**src/rtl/fpu_muldiv_iter.sv**
```systemverilog
`timescale 1ns/1ps
// fpu_muldiv_iter
//   Iterative IEEE-754 multiply/divide unit: one operation in flight, fixed
//   latency (accept edge k -> out_valid after edge k+MAN_W+5), RNE rounding,
//   flush-to-zero for subnormal inputs and results.
// Ports:
//   clk, rst        rising-edge clock, async active-high reset
//   in_valid/ready  request handshake; a, b, op latched on acceptance
//   op              00=MUL, 01=DIV, 1x=reserved (returns qNaN + NV)
//   out_valid/ready result handshake; result, flags held until accepted
//   flags           {NV,DZ,OF,UF,NX}
//   busy            high whenever the FSM is not IDLE
module fpu_muldiv_iter #(
    parameter int EXP_W = 8,
    parameter int MAN_W = 23,
    parameter int FTZ   = 1
) (
    input  logic                   clk,
    input  logic                   rst,
    input  logic                   in_valid,
    output logic                   in_ready,
    input  logic [EXP_W+MAN_W:0]   a,
    input  logic [EXP_W+MAN_W:0]   b,
    input  logic [1:0]             op,
    output logic                   out_valid,
    input  logic                   out_ready,
    output logic [EXP_W+MAN_W:0]   result,
    output logic [4:0]             flags,
    output logic                   busy
);
    localparam int W  = 1 + EXP_W + MAN_W;
    localparam int M  = MAN_W + 1;         // mantissa with hidden bit
    localparam int QW = MAN_W + 3;         // quotient bits / iteration count
    localparam int CW = $clog2(QW + 1);
    localparam int EW = EXP_W + 2;         // working exponent, two's complement
    localparam int BIAS_I = 2**(EXP_W-1) - 1;
    localparam int EMAX_I = 2**EXP_W - 1;
    localparam logic [EW-1:0] BIAS = BIAS_I[EW-1:0];
    localparam logic [EW-1:0] EMAX = EMAX_I[EW-1:0];
    localparam logic [W-1:0]  QNAN = {1'b0, {EXP_W{1'b1}}, 1'b1, {(MAN_W-1){1'b0}}};

    typedef enum logic [2:0] {IDLE, UNPACK, ITER, ROUND, DONE} state_t;
    state_t st;

    logic [W-1:0]    a_r, b_r;
    logic [1:0]      op_r;
    logic            sign;
    logic [EW-1:0]   exp_r;
    logic [M-1:0]    ma, mb, mq;
    logic [2*M-1:0]  prod;
    logic [M:0]      rem;
    logic [QW-1:0]   quo;
    logic [CW-1:0]   cnt;
    logic            spec;
    logic [W-1:0]    spec_res;
    logic [4:0]      spec_fl;

    // ---------------- operand classification / special cases ----------------
    logic               sa, sb, sgn;
    logic [EXP_W-1:0]   ea, eb;
    logic [MAN_W-1:0]   fa, fb;
    logic               za, zb, ia, ib, na, nb, sn;
    logic               sp;
    logic [W-1:0]       sp_res;
    logic [4:0]         sp_fl;
    logic [EW-1:0]      exp_n;

    always_comb begin
        sa  = a_r[W-1];
        sb  = b_r[W-1];
        ea  = a_r[W-2:MAN_W];
        eb  = b_r[W-2:MAN_W];
        fa  = a_r[MAN_W-1:0];
        fb  = b_r[MAN_W-1:0];
        sgn = sa ^ sb;
        // With FTZ every exponent-0 encoding is zero; FTZ=0 is not supported
        // in this generation (subnormals would then enter without renormalising).
        za  = (ea == '0) && ((FTZ != 0) || (fa == '0));
        zb  = (eb == '0) && ((FTZ != 0) || (fb == '0));
        ia  = (&ea) && (fa == '0);
        ib  = (&eb) && (fb == '0);
        na  = (&ea) && (fa != '0);
        nb  = (&eb) && (fb != '0);
        sn  = (na && !fa[MAN_W-1]) || (nb && !fb[MAN_W-1]);

        if (op_r[0])
            exp_n = {2'b00, ea} - {2'b00, eb} + BIAS;
        else
            exp_n = {2'b00, ea} + {2'b00, eb} - BIAS;

        sp     = 1'b1;
        sp_res = QNAN;
        sp_fl  = 5'b00000;
        if (op_r[1]) begin
            sp_fl = 5'b10000;
        end else if (na || nb) begin
            sp_fl = {sn, 4'b0000};
        end else if (!op_r[0]) begin
            if ((za && ib) || (ia && zb))  sp_fl  = 5'b10000;
            else if (ia || ib)             sp_res = {sgn, {EXP_W{1'b1}}, {MAN_W{1'b0}}};
            else if (za || zb)             sp_res = {sgn, {(W-1){1'b0}}};
            else                           sp     = 1'b0;
        end else begin
            if ((za && zb) || (ia && ib))  sp_fl  = 5'b10000;
            else if (ia)                   sp_res = {sgn, {EXP_W{1'b1}}, {MAN_W{1'b0}}};
            else if (zb) begin
                sp_res = {sgn, {EXP_W{1'b1}}, {MAN_W{1'b0}}};
                sp_fl  = 5'b01000;
            end
            else if (ib || za)             sp_res = {sgn, {(W-1){1'b0}}};
            else                           sp     = 1'b0;
        end
    end

    // ---------------- normalise + round ----------------
    logic               is_mul, hi, g, s, rup;
    logic [M-1:0]       mant;
    logic [M:0]         mr;
    logic [MAN_W-1:0]   frac2;
    logic [EW-1:0]      e1, e2;
    logic [W-1:0]       rnd_res;
    logic [4:0]         rnd_fl;

    always_comb begin
        is_mul = !op_r[0];
        if (is_mul) begin
            // product of two [1,2) values lies in [1,4)
            hi   = prod[2*M-1];
            mant = hi ? prod[2*M-1:M] : prod[2*M-2:M-1];
            g    = hi ? prod[M-1]     : prod[M-2];
            s    = hi ? (|prod[M-2:0]) : (|prod[M-3:0]);
            e1   = hi ? exp_r + EW'(1) : exp_r;
        end else begin
            // quotient lies in (0.5,2); the remainder carries all lower bits
            hi   = quo[QW-1];
            mant = hi ? quo[QW-1:2] : quo[QW-2:1];
            g    = hi ? quo[1] : quo[0];
            s    = hi ? (quo[0] || (rem != '0)) : (rem != '0);
            e1   = hi ? exp_r : exp_r - EW'(1);
        end
        rup   = g && (s || mant[0]);
        mr    = {1'b0, mant} + {{M{1'b0}}, rup};
        // carry-out means mantissa rounded up to 2.0
        frac2 = mr[M] ? mr[MAN_W:1] : mr[MAN_W-1:0];
        e2    = mr[M] ? e1 + EW'(1) : e1;

        if (spec) begin
            rnd_res = spec_res;
            rnd_fl  = spec_fl;
        end else if (!e2[EW-1] && (e2 >= EMAX)) begin
            rnd_res = {sign, {EXP_W{1'b1}}, {MAN_W{1'b0}}};
            rnd_fl  = 5'b00101;
        end else if (e2[EW-1] || (e2 == '0)) begin
            rnd_res = {sign, {(W-1){1'b0}}};
            rnd_fl  = 5'b00011;
        end else begin
            rnd_res = {sign, e2[EXP_W-1:0], frac2};
            rnd_fl  = {4'b0000, g || s};
        end
    end

    // ---------------- control FSM + datapath registers ----------------
    always_ff @(posedge clk or posedge rst) begin
        if (rst) begin
            st        <= IDLE;
            in_ready  <= 1'b1;
            out_valid <= 1'b0;
            busy      <= 1'b0;
            result    <= '0;
            flags     <= '0;
            a_r       <= '0;
            b_r       <= '0;
            op_r      <= '0;
            sign      <= 1'b0;
            exp_r     <= '0;
            ma        <= '0;
            mb        <= '0;
            mq        <= '0;
            prod      <= '0;
            rem       <= '0;
            quo       <= '0;
            cnt       <= '0;
            spec      <= 1'b0;
            spec_res  <= '0;
            spec_fl   <= '0;
        end else begin
            unique case (st)
                IDLE: if (in_valid) begin
                    a_r      <= a;
                    b_r      <= b;
                    op_r     <= op;
                    in_ready <= 1'b0;
                    busy     <= 1'b1;
                    st       <= UNPACK;
                end
                UNPACK: begin
                    sign     <= sgn;
                    exp_r    <= exp_n;
                    ma       <= {1'b1, fa};
                    mb       <= {1'b1, fb};
                    mq       <= {1'b1, fb};
                    prod     <= '0;
                    rem      <= {2'b01, fa};
                    quo      <= '0;
                    cnt      <= CW'(QW - 1);
                    spec     <= sp;
                    spec_res <= sp_res;
                    spec_fl  <= sp_fl;
                    st       <= ITER;
                end
                ITER: begin
                    // multiply consumes M multiplier bits MSB-first in the
                    // first M cycles; the last two cycles only pad latency
                    if (cnt >= CW'(2)) begin
                        prod <= (prod << 1) + (mq[M-1] ? {{M{1'b0}}, ma} : '0);
                        mq   <= mq << 1;
                    end
                    if (rem >= {1'b0, mb}) begin
                        rem <= (rem - {1'b0, mb}) << 1;
                        quo <= {quo[QW-2:0], 1'b1};
                    end else begin
                        rem <= rem << 1;
                        quo <= {quo[QW-2:0], 1'b0};
                    end
                    if (cnt == '0) st  <= ROUND;
                    else           cnt <= cnt - CW'(1);
                end
                ROUND: begin
                    result    <= rnd_res;
                    flags     <= rnd_fl;
                    out_valid <= 1'b1;
                    st        <= DONE;
                end
                DONE: if (out_ready) begin
                    out_valid <= 1'b0;
                    in_ready  <= 1'b1;
                    busy      <= 1'b0;
                    st        <= IDLE;
                end
                default: st <= IDLE;
            endcase
        end
    end
endmodule
```
**config.mk**
```make
export PLATFORM = sky130hd
export DESIGN_NAME = fpu_muldiv_iter
export DESIGN_NICKNAME = d
export VERILOG_FILES = /design/src/rtl/fpu_muldiv_iter.sv
export SDC_FILE = /design/constraint.sdc
export NUM_CORES = 1
export LEC_CHECK = 0
export ABC_AREA = 0
export ABC_CLOCK_PERIOD_IN_PS = 19890
export BUFFER_PORTS_ARGS = -buffer_cell sky130_fd_sc_hd__buf_2
export CAP_MARGIN = 20
export CORE_AREA = 2 2 170 172
export DETAILED_ROUTE_END_ITERATION = 10
export DIE_AREA = 0 0 172 174
export PLACE_DENSITY = 0.95
export SLEW_MARGIN = 20
export SYNTH_ARGS = -nofsm -noshare
export SYNTH_HDL_FRONTEND = slang
export SYNTH_SLANG_ARGS = --single-unit
export TNS_END_PERCENT = 10
```
**constraint.sdc**
```tcl
create_clock -name clk -period 19.89 [get_ports clk]
set_clock_uncertainty 0.2 [all_clocks]
set_input_delay 3.978 -clock clk [delete_from_list [all_inputs] [get_ports clk]]
set_output_delay 3.978 -clock clk [all_outputs]
set_load 0.02 [all_outputs]
```
Word-level counts from Yosys, hierarchy flattened
Cells that the tools add are included.
W data, S select, Z words.
- flip-flop bits (word level): 334
- bits of input ports: 70
- output and inout port bits: 40
- word-level logic and storage cells: 164
- add/sub/neg operators: 11
- magnitude comparators: 3
- equal/unequal tests: 9
- multiplexer cells: 70
- bitwise gates (word level): 1
- reduce and logical (&&, ||, !) cells: 49
- operator list (cell ; number):
    $mux W32 ; 11
    $mux W24 ; 5
    $pmux W48 S2 ; 1
    $mux W31 ; 2
    $pmux W26 S2 ; 1
    $mux W10 ; 5
    $pmux W25 S2 ; 1
    $add A48 B24 Y48 ; 1
    $mux W48 ; 1
    $pmux W24 S2 ; 1
    $logic_not A23 Y1 ; 2
    $reduce_bool A23 Y1 ; 2
    $mux W5 ; 7
    $add A24 B1 Y25 ; 1
    $ge A25 B24 Y1 ; 1
    $mux W25 ; 1
    $reduce_bool A25 Y1 ; 1
    $sub A24 B24 Y24 ; 1
    $mux W23 ; 1
    $reduce_or A23 Y1 ; 1
    $reduce_or A22 Y1 ; 1
    $mux W1 ; 21
    $add A10 B1 Y10 const B ; 2
    $logic_not A8 Y1 ; 2
    other kinds (29) ; 70

Logic depth before layout (Yosys ltp)
- depth after elaboration: 13
- depth in mapped cells: 19
- mapped depth without buffers: 14

Least setup slack after synthesis
OpenSTA, ideal clock, no wires.
- path type: input to register
- start point: in in_valid
- end point: reg b_r[0]
- arrival time: 5269 ps
- required time: 19565 ps
- slack: 14296 ps
- stages on the path: 5
- buffers on the path: 2
- cell sequence: nand2_1 > nor2_1 > clkbuf_1 > buf_1 > mux2_2
- cells in the longest elaborated chain, start to end: 1
- RTL lines (element ; line ; source):
    start: declaration ; 20 ; input logic in_valid,
    $reduce_and A2 Y1 (no line) ; n/a ;
    end signal: assignment ; 172 ; b_r <= '0;
    end signal: assignment ; 190 ; b_r <= b;
    end: declaration ; 45 ; logic [W-1:0] a_r, b_r;
No other way between the ends.
A chain may end at the register's enable or synchronous reset.

Worst setup path in the final report
- start point: reg in_ready
- end point: out in_ready
- RTL lines (element ; line ; source):
    start: declaration ; 21 ; output logic in_ready,
    start signal: assignment ; 166 ; in_ready <= 1'b1;
    start signal: assignment ; 192 ; in_ready <= 1'b0;
    start signal: assignment ; 236 ; in_ready <= 1'b1;
No word-level cell between the ends.

==> reports/metrics.cfg <==
[status]
outcome=complete, no violations

[route]
totalWireLength_um=48600
route.detailed.drc=0
first_pass_iters=6
drt_iter0_markers=1795
antenna_violating_nets_post_route=0
wire_per_inst_um=19.7
vias_per_cell=6.63
vias=16344

[floorplan]
die_w_um=172
ios=110
die_h_um=174
core.rowCount=62
dieArea_um2=29900
core_area_um2=28200
start_util=0.655

[power_and_ir_drop]
p_per_area_nw_per_um2=187
leakage_nw=8.91
peakVddDrop_uv=121
total_power_mw=3.78

[clock_tree]
cts.repair.resized=0
clockBufferDepth=3
cts_max_level=1
cts_hold_buf=0
clkTransAtPathRegs_ns=0.07
cts_tree=yes
cts_num_sinks=301
cts_buffers=31
root_buffer=clkbuf_16
clk-insertion-delay-late_ns=0.59
post_cts_buffers=0

[place]
placed_area_um2=19200
gp_congestion=0.961
dp_hpwl_um=32700
placed_cells=2413
pre_cts_slack_ns=13.80
io_buffers=109

[synth]
yosysSeqAreaShare=0.407
yosys_warnings=0
netlist_instances=2016
synth_area_um2=18500
asyncSetResetFlopFracSynth=1.00
syn_nets=2168
yosysUniqueCellTypes=95
ys_seq_elements=301
yosys_most_used_dff=dfrtp_1
synth-edff-count=0
avgSynthCellArea_um2=9.17

[worst_setup_path]
cp-end-kind=primary output
critPathMaxStageDelay_ns=0.57
cp_max_fo=3
arrival_ns=1.35
cp_slowest_cell=dfstp_2
cp_cell_sequence=buf_2
startpoint_type=flop
crit_buf_inv=1
required_ns=15.71
path_class=flop to primary output
path_delay_family=flip-flops

[timing]
slew-limit-headroom=0.323
post-route-period-util=0.278
rsz0062_at_grt=false
holdWs_ns=0.270
tightest_slew_ns=1.01
hold_viol=0
fin_setup_tns_ns=0
setup_slack_ns=14.36
setup_violations=0
layout_min_cycle_time_ns=5.53
fmax_mhz=181
finalMaxSlewViolations=0

[global_route]
grt_pass1_wl_um=80000
grt_max_degree=140
grt_util_all_layers=0.326
grt-ovfl-total=0
grt_pass1_vias=16179
antenna_found_initial=1

[final_layout]
post-route-util=0.716
drive_gt1_frac=0.143
n_fill_cell=1884
finalNetCount=2214
layout_common_cells=299 x nand2_1, 299 x dfrtp_1, 149 x o21ai_0
synthToLayoutAreaGrowth_pct=9.35
multi_input_area_um2=10200
final_cells=2466
design_area_um2=20200
seqCellArea_um2=7530
antenna_cells=0

[min_path]
hold_path_class=flop to flop

[run]
maxCapViolCount=0

[sequential cells by signal, indices dropped and copies added (netlist names), 2 cells and up]
| signal | flops |
|---|---|
| ma | 24 |
| st | 3 |
| quo | 26 |
| exp_r | 10 |
| flags | 5 |
| spec_res | 3 |
| op_r | 2 |
| rem | 25 |
| b_r | 32 |
| spec_fl | 2 |
| result | 32 |
| mb | 23 |
| cnt | 5 |
| prod | 48 |
| a_r | 32 |
| mq | 24 |
[layer usage]
layer,GRT usage,share of wire,up-vias
met1,0.419,0.38,7799
li1,-,-,7313
met5,0,0.00027,-
met3,0.0535,0.091,213
met4,0.158,0.050,2
met2,0.537,0.48,1017
[cell families (layout without fill, tap and decap cells)]
family,count (synthesis),after routing,share of synthesized area
AOI/OAI and AO/OA,484,484,0.181
xor gates and xnor gates,115,115,0.0549
adders and majority gates,82,82,0.0571
buffers and inverters,192,258,0.0436
DFF,301,301,0.407
muxes,110,110,0.0638
and+or+nand+nor,732,732,0.192
[worst paths after layout]
check	startpoint	to	slack, ns	cells after the start
max reg2reg	op_r[0]	result[18]	14.48	14
min in group asynchronous	rst	ma[11]	3.43	2
min	ma[12]	ma[12]	0.27	2
max in group asynchronous	rst	rem[22]	14.75	3
min reg2reg	ma[12]	ma[12]	0.27	2
max	in_ready	in_ready	14.36	1
[synth_stat cells, types with 24 or more instances]
master,count,area share
nor3_1,35,0.0095
a21oi_1,76,0.021
ha_1,78,0.053
mux2i_1,49,0.027
nand4_1,25,0.0085
nand2_1,301,0.061
nand3_1,72,0.019
xnor2_1,79,0.037
inv_1,76,0.015
nor4_1,44,0.015
and2_1,38,0.013
nor2b_1,24,0.0081
a22o_1,28,0.013
clkbuf_1,76,0.015
xor2_1,35,0.017
a31oi_1,38,0.013
o21ai_0,150,0.041
nor2_1,107,0.022
mux2_2,60,0.037
dfrtp_1,300,0.41
[where the power goes]
part	switching, mW	leakage, nW	internal, mW	total, mW
Sequential	0.262	3.78	0.864	1.13
Clock	0.247	0.502	0.343	0.589
Combinational	1.25	4.63	0.808	2.06
[worst reg2reg max path: stages (launching register included)]
cell and delay [ns]:
dfrtp_2 0.34, buf_4 0.62, mux2_2 0.53, nor2b_1 0.23, ha_1 0.34, nand2_1 0.12
nor4_1 0.45, o22ai_2 0.22, nor4_2 0.30, buf_4 0.40, nand2_1 0.18, nor3_1 0.25
o221ai_2 0.23, o21ai_4 0.66, o41ai_1 0.18
[area by class of cell]
cell class / instances / share of cell area
flip-flops and latches: 301 / 0.373
repair buffers: 128 / 0.0344
inverters: 77 / 0.0147
well taps: 384 / 0.0238
multi-input cells: 1523 / 0.504
clock buffers: 45 / 0.0454
clock inverters: 8 / 0.00495
(Power assumes the default switching activity.)
